===== src/rtl/divider_pkg.sv =====
// divider_pkg: shared definitions for the constant-time restoring divider.
//   state_e   - FSM state encoding (IDLE/RUN/DONE, 2 bits)
//   cnt_width - width of the step counter for a given operand width
package divider_pkg;

  typedef enum logic [1:0] {
    IDLE = 2'd0,
    RUN  = 2'd1,
    DONE = 2'd2
  } state_e;

  function automatic int unsigned cnt_width(input int unsigned width);
    return $clog2(width + 1);
  endfunction

endpackage


===== src/rtl/divider_step.sv =====
// divider_step: one combinational restoring-division step.
//   r_i  [WIDTH-1:0]  partial remainder
//   q_i  [WIDTH-1:0]  dividend/quotient shift register
//   d_i  [WIDTH-1:0]  divisor
//   r_o  [WIDTH-1:0]  next partial remainder
//   q_o  [WIDTH-1:0]  next shift register (quotient bit shifted in at LSB)
// Shift and trial subtraction are always computed; the result is a mux,
// so the step takes the same path regardless of operand values.
module divider_step #(
  parameter int unsigned WIDTH = 4
) (
  input  logic [WIDTH-1:0] r_i,
  input  logic [WIDTH-1:0] q_i,
  input  logic [WIDTH-1:0] d_i,
  output logic [WIDTH-1:0] r_o,
  output logic [WIDTH-1:0] q_o
);

  logic [WIDTH:0] s;
  logic [WIDTH:0] t;

  always_comb begin
    s = {r_i, q_i[WIDTH-1]};
    t = s - {1'b0, d_i};
    // t[WIDTH] set means the trial subtraction borrowed: restore.
    // The kept value always fits in WIDTH bits: a restored remainder is
    // below D, and with D=0 the remainder only ever holds the dividend's
    // leading bits, so the (WIDTH+1)-bit working value's MSB stays zero.
    if (t[WIDTH]) begin
      r_o = s[WIDTH-1:0];
      q_o = {q_i[WIDTH-2:0], 1'b0};
    end else begin
      r_o = t[WIDTH-1:0];
      q_o = {q_i[WIDTH-2:0], 1'b1};
    end
  end

endmodule


===== src/rtl/divider_constant_time.sv =====
// divider_constant_time: sequential restoring divider with latency fixed
// at WIDTH cycles from the accepting edge to productDone, for all operands
// including divide-by-zero (quotient = all ones, remainder = dividend).
//   clk, rst     clock, asynchronous active-high reset
//   start        request, sampled only in IDLE
//   dividend     numerator, captured on the accepting edge
//   divisor      denominator, captured on the accepting edge
//   quotient     registered result, held until next completion/reset
//   remainder    registered result, held until next completion/reset
//   productDone  one-cycle completion pulse (state DONE)
//   busy         high whenever not IDLE
//   divByZero    registered flag, captured divisor was zero
module divider_constant_time
  import divider_pkg::*;
#(
  parameter int unsigned WIDTH = 4
) (
  input  logic             clk,
  input  logic             rst,
  input  logic             start,
  input  logic [WIDTH-1:0] dividend,
  input  logic [WIDTH-1:0] divisor,
  output logic [WIDTH-1:0] quotient,
  output logic [WIDTH-1:0] remainder,
  output logic             productDone,
  output logic             busy,
  output logic             divByZero
);

  localparam int unsigned     CW   = cnt_width(WIDTH);
  localparam logic [CW-1:0]   LAST = CW'(WIDTH - 1);

  state_e           state_q, state_d;
  logic [CW-1:0]    cnt_q,   cnt_d;
  logic [WIDTH-1:0] q_q,     q_d;
  logic [WIDTH-1:0] r_q,     r_d;
  logic [WIDTH-1:0] dv_q,    dv_d;
  logic [WIDTH-1:0] quot_q,  quot_d;
  logic [WIDTH-1:0] rem_q,   rem_d;
  logic             dbz_q,   dbz_d;

  logic [WIDTH-1:0] step_r;
  logic [WIDTH-1:0] step_q;

  divider_step #(.WIDTH(WIDTH)) u_step (
    .r_i (r_q),
    .q_i (q_q),
    .d_i (dv_q),
    .r_o (step_r),
    .q_o (step_q)
  );

  // State and datapath registers
  always_ff @(posedge clk or posedge rst) begin
    if (rst) begin
      state_q <= IDLE;
      cnt_q   <= '0;
      q_q     <= '0;
      r_q     <= '0;
      dv_q    <= '0;
      quot_q  <= '0;
      rem_q   <= '0;
      dbz_q   <= 1'b0;
    end else begin
      state_q <= state_d;
      cnt_q   <= cnt_d;
      q_q     <= q_d;
      r_q     <= r_d;
      dv_q    <= dv_d;
      quot_q  <= quot_d;
      rem_q   <= rem_d;
      dbz_q   <= dbz_d;
    end
  end

  // Next-state logic
  always_comb begin
    state_d = state_q;
    case (state_q)
      IDLE:    if (start) state_d = RUN;
      RUN:     if (cnt_q == LAST) state_d = DONE;
      DONE:    state_d = IDLE;
      default: state_d = IDLE;
    endcase
  end

  // Datapath next values
  always_comb begin
    cnt_d  = cnt_q;
    q_d    = q_q;
    r_d    = r_q;
    dv_d   = dv_q;
    quot_d = quot_q;
    rem_d  = rem_q;
    dbz_d  = dbz_q;
    case (state_q)
      IDLE: begin
        if (start) begin
          q_d   = dividend;
          r_d   = '0;
          dv_d  = divisor;
          cnt_d = '0;
          dbz_d = (divisor == '0);
        end
      end
      RUN: begin
        q_d   = step_q;
        r_d   = step_r;
        cnt_d = cnt_q + 1'b1;
        if (cnt_q == LAST) begin
          quot_d = step_q;
          rem_d  = step_r;
        end
      end
      default: ;
    endcase
  end

  // Outputs
  always_comb begin
    busy        = (state_q != IDLE);
    productDone = (state_q == DONE);
    quotient    = quot_q;
    remainder   = rem_q;
    divByZero   = dbz_q;
  end

endmodule


===== config.mk =====
export PLATFORM = sky130hd
export DESIGN_NAME = divider_constant_time
export DESIGN_NICKNAME = d
export VERILOG_FILES = /design/src/rtl/divider_pkg.sv /design/src/rtl/divider_step.sv /design/src/rtl/divider_constant_time.sv
export SDC_FILE = /design/constraint.sdc
export NUM_CORES = 1
export LEC_CHECK = 0
export ABC_AREA = 1
export CORE_ASPECT_RATIO = 1.5
export CORE_UTILIZATION = 40
export CTS_CLUSTER_DIAMETER = 80
export CTS_CLUSTER_SIZE = 16
export DETAILED_ROUTE_END_ITERATION = 10
export PLACE_DENSITY = 0.65
export SLEW_MARGIN = 0
export SYNTH_ARGS = -nofsm -noshare
export SYNTH_HDL_FRONTEND = slang
export SYNTH_SLANG_ARGS = --single-unit

===== constraint.sdc =====
create_clock -name clk -period 1.63 [get_ports clk]
set_clock_uncertainty 0.15 [all_clocks]
set_input_delay 0.326 -clock clk [delete_from_list [all_inputs] [get_ports clk]]
set_output_delay 0.326 -clock clk [all_outputs]
set_load 0.02 [all_outputs]

### Word level (Yosys, flattened, before mapping)

Cells that the tools add are included.

* input port bits: 11
* register bits: 26
* output and inout bits: 11
* word-level logic and storage cells: 34

* reduce and logical (&&, ||, !) cells: 8
* multiplexer cells: 11
* equal/unequal tests: 5
* $add $sub $neg: 2

Operators with widths (number)
* $pmux 4 s2: 2
* $mux 4: 3
* $reduce_and 2->1: 4
* $pmux 3 s2: 1
* $sub 5x4->5: 1
* $logic_not 4->1: 1
* $mux 2: 2
* $ne 2x2->1 const B: 2
* $pmux 2 s2: 1
* $reduce_bool 2->1: 2
* $add 3x1->3 const B: 1
* $eq 3x2->1 const B: 1
* $mux 3: 1
* $eq 2x1->1 const B: 1
* $eq 2x2->1 const B: 1
* $logic_not 2->1: 1
* $mux 1: 1

### Depth between registers and ports, before layout

* word-level depth: 3
* mapped depth: 13
* mapped depth without buffers: 13

### Modules after synthesis

Synthesis repeated with hierarchy kept, for this count alone.

* cell total of the unflattened synthesis: 176
* area total of the unflattened synthesis: 1400.1 um2

Modules (own cells, without submodules)
* divider_constant_time: area each 1089.8 um2, times used 1, cells each 124, seq. area each 650.6 um2
* divider_step: area each 310.3 um2, times used 1, cells each 52, seq. area each 0.0 um2

### Least setup slack after synthesis

No wires, ideal clock.

* path kind: flip-flop to flip-flop
* start: register q_q[3]
* end: register rem_q[3], in the netlist remainder[3]
* setup time: 0.117 ns
* cell stages (with the launch flop): 13
* clock period less this slack: 1.787 ns
* setup slack: -0.157 ns
* data required time: 1.363 ns
* arrival time: 1.521 ns
* buffers on the path: 0
* cell sequence: dfrtp_1 > inv_1 > ha_1 > inv_1 > fa_1 > nand2_1 > nand2_2 > nand3b_4 > nand2_4 > nand2_2 > nand2_2 > nand2_1 > nand2_1

* word-level cells in the longest chain between the ends: 2

RTL lines
* from (decl): line divider_constant_time.sv:35 `logic [WIDTH-1:0] q_q, q_d;`
* from (signal assigned): line divider_constant_time.sv:67 `q_q <= q_d;`
* $sub 5x4->5: line divider_step.sv:24 `t = s - {1'b0, d_i};`
* $mux 4: line divider_step.sv:29 `if (t[WIDTH]) begin`
* to (signal assigned): line divider_constant_time.sv:71 `rem_q <= rem_d;`
* to (decl): line divider_constant_time.sv:39 `logic [WIDTH-1:0] rem_q, rem_d;`

No other way between the ends.
A chain may end at the register's enable or synchronous reset.

### Worst setup path in the final report

* start: register q_q[3]
* end: register rem_q[2], in the netlist remainder[2]

Same word-level chain as after synthesis.

==> metrics.txt <==
run status finished, violations left; failing checks setup timing; final hold viol count 0; crit-path leading delay family simple AND/OR/NAND/NOR gates; core area 3160 um2; pin count of the biggest net entering global routing 27; largest family of logic cells by synthesized area simple AND/OR/NAND/NOR gates; delay of the slowest critical-path stage 0.38 ns; Placed Cells roughly 210; I/O pin count 22; WL final around 2800 um; Via Count 1,039; CP required 1.65 ns; most frequent cells in the layout nand2_1 (31), dfrtp_1 (26), buf_4 (14); RSZ-0062 raised after global routing true; multiplexer area fraction after synthesis 0.847%; R2R depth 12; Synth Area in Adders 7.15%; Starting DRT DRC Count 16; grt peak-use layer met2; met3 GRT Util 1.67%; CTS root buf clkbuf_8; Critical R2R Capture remainder[2]$_DFFE_PP0P_; period utilization 111%; most area-consuming cells after synthesis dfrtp_1 (49%), nand2_1 (9.6%), ha_1 (5.6%), inv_1 (4.2%), nand3_1 (4.1%); Syn Inst Count 142; fin. max-slew vios 0; post-synthesis cell type count 28; Vias per Instance 4.77; Max-Cap Viols 0; flop-to-flop setup slack -0.17 ns; HPWL after DPL 2090 um; Die Width between 40 and 50 um; Critical Path Source Type flip-flop; Max rail drop VDD 1.23 mV; die area 3560 um2; fin util between 50 and 60%; vias in the first global route 1,077; port buffer count 21; min Tclk post-route 1.80 ns; Leak 0.905 nW; hold crit path type in -> async; slew margin rel. 77.3%; # nets final 197; Synth top area share between 40% and 50%; CTS max path bufs 2; most common cell after layout, fill and taps aside nand2_1; Initial Util 42.1%; TritonCTS clock tree yes; DRT antenna net count 0; Area Overhead vs Synth 31.5%; Mapped Area 1330 um2; total track usage between 10% and 20%; gpl congestion 0.884; FMAX 555 MHz; maximum level of the CTS H-tree 1; simple-gate area share of the yosys netlist 27.2%; wire per inst 12.7 um; WP buf/inv 2; # hold bufs at CTS 0; clk_lat worst skew 0.27 ns; post-synth top area cell dfrtp_1; global-route wire length before repair 4760 um; CTS sink count 26; crit path kind reg -> reg; fin cells 218; met1 track demand over resource 20.5%; drt drc 0; Worst Max-Slew Pin Slew around 0.34 ns; synthesized area per cell 9.37 um2; Crit-path slowest cell dfrtp_1; n_diodes 0; CP max FO 6; Clock transition at path regs roughly 0.09 ns; total grt overflow 0; syn_nets 160; CP most frequent cell nand2_4; crit-path cells inv_2 -> ha_4 -> inv_2 -> fa_2 -> nand2_2 -> nand2_4 -> nand2_4 -> nand2_4 -> nand2_4 -> nand2_1 -> nand3_1 -> nand2_1; post-route setup slack -0.171 ns; met2 Usage GRT 30.7%; final setup fails 10; initial antenna violation count 0; CTS Buf Count 3; synthesized flop and latch total 26; worst r2r src q_q[3]$_DFFE_PP0P_; Seq/Total Area, Yosys roughly half; layout cells sized above 1 27.0%; PwrDens ~2400 nW/um2; crit end category flip-flop; Yosys warnings 0; Synth Area in XOR/XNOR 0.659%; chip height 72.6 um; compound-gate portion of the synthesized area around 8.2%; DRT Pass-1 Iters 4; Worst Path Arrival 1.82 ns; row cnt 25
[synth_stat cells, drive strengths merged]
cell     n
xnor2    1
or2      1
nand2   43
nand3   11
nor2     9
dfrtp   26
o211ai   2
a211oi   2
mux2     1
nand3b   3
a22o     2
inv     17
buf      3
a21oi    5
fa       1
ha       6
o22ai    1
o21ai    5
nor3     3
[routing by layer]
layer	up-vias	share of wire, %
met5	-	0
met4	0	1.7
met3	4	0.94
met2	8	56
met1	498	41
li1	529	-
[worst register-to-register path, stage by stage (launching register included)]
cell and delay, ns:
dfrtp_1 0.38, inv_2 0.07, ha_4 0.13, inv_2 0.04, fa_2 0.34, nand2_2 0.09
nand2_4 0.07, nand2_4 0.07, nand2_4 0.06, nand2_4 0.10, nand2_1 0.07, nand3_1 0.08
nand2_1 0.05
[metrics by stage]
stage	hold slack, ns	instance area, um2	total power, mW	setup WS [ns]	TNS, ns
final	0.263	1750	4.12	-0.171	-1.48
after detailed placement	0.324	1660	3.60	-0.177	-1.47
after global placement	0.310	1660	3.52	-0.126	-0.978
after global routing	0.329	1750	4.48	-0.264	-2.24
after CTS	0.261	1730	4.06	-0.183	-1.52
after floorplan	0.216	1350	2.84	-0.0793	-0.640
[kinds of logic (layout without fill, tap and decap cells)]
logic type / after synthesis / in the layout
compound gates: 17 / 17
xor+xnor: 1 / 1
fa+ha+maj: 7 / 7
buf+inv: 20 / 56
flops: 26 / 26
mux: 1 / 1
simple gates: 70 / 70
[power by group]
part | leakage, nW | internal, mW | switching [mW]
clock network | 0.0288 | 0.216 | 0.196
registers | 0.316 | 0.958 | 0.174
logic | 0.561 | 1.10 | 1.48
total | 0.905 | 2.27 | 1.85
[timing repair]
action / CTS / global route
pin swaps: 4 / 5
gates resized for setup: 19 / 6
setup buffers: 1 / 2
setup endpoints to repair: 21 / 15
[worst max-delay path by stage]
stage	startpoint	endpoint	cells after the start	slack, ns
6_report	q_q[3]$_DFFE_PP0P_	remainder[2]$_DFFE_PP0P_	12	-0.17
5_1_grt	q_q[3]$_DFFE_PP0P_	remainder[2]$_DFFE_PP0P_	12	-0.26
4_1_cts	q_q[3]$_DFFE_PP0P_	remainder[1]$_DFFE_PP0P_	12	-0.18
3_5_place_dp	q_q[3]$_DFFE_PP0P_	r_q[1]$_DFFE_PP0P_	12	-0.18
3_3_place_gp	q_q[3]$_DFFE_PP0P_	remainder[0]$_DFFE_PP0P_	12	-0.13
2_1_floorplan	q_q[3]$_DFFE_PP0P_	remainder[2]$_DFFE_PP0P_	12	-0.08
[final cells by class]
| cell class | count | area [um2] |
|---|---|---|
| sequential | 26 | 651 |
| clock buffer | 4 | 55.1 |
| multi-input combinational | 96 | 633 |
| fill | 299 | 1410 |
| timing repair buffer | 35 | 294 |
| inverter | 17 | 66.3 |
| tap | 40 | 50.0 |
[registers in the layout, summed over array words and instances (netlist names)]
register   flops
dv_q           4
q_q            4
remainder      4
divByZero      1
state_q        2
quotient       4
cnt_q          3
r_q            4
Power figures use the tool's default switching activity.
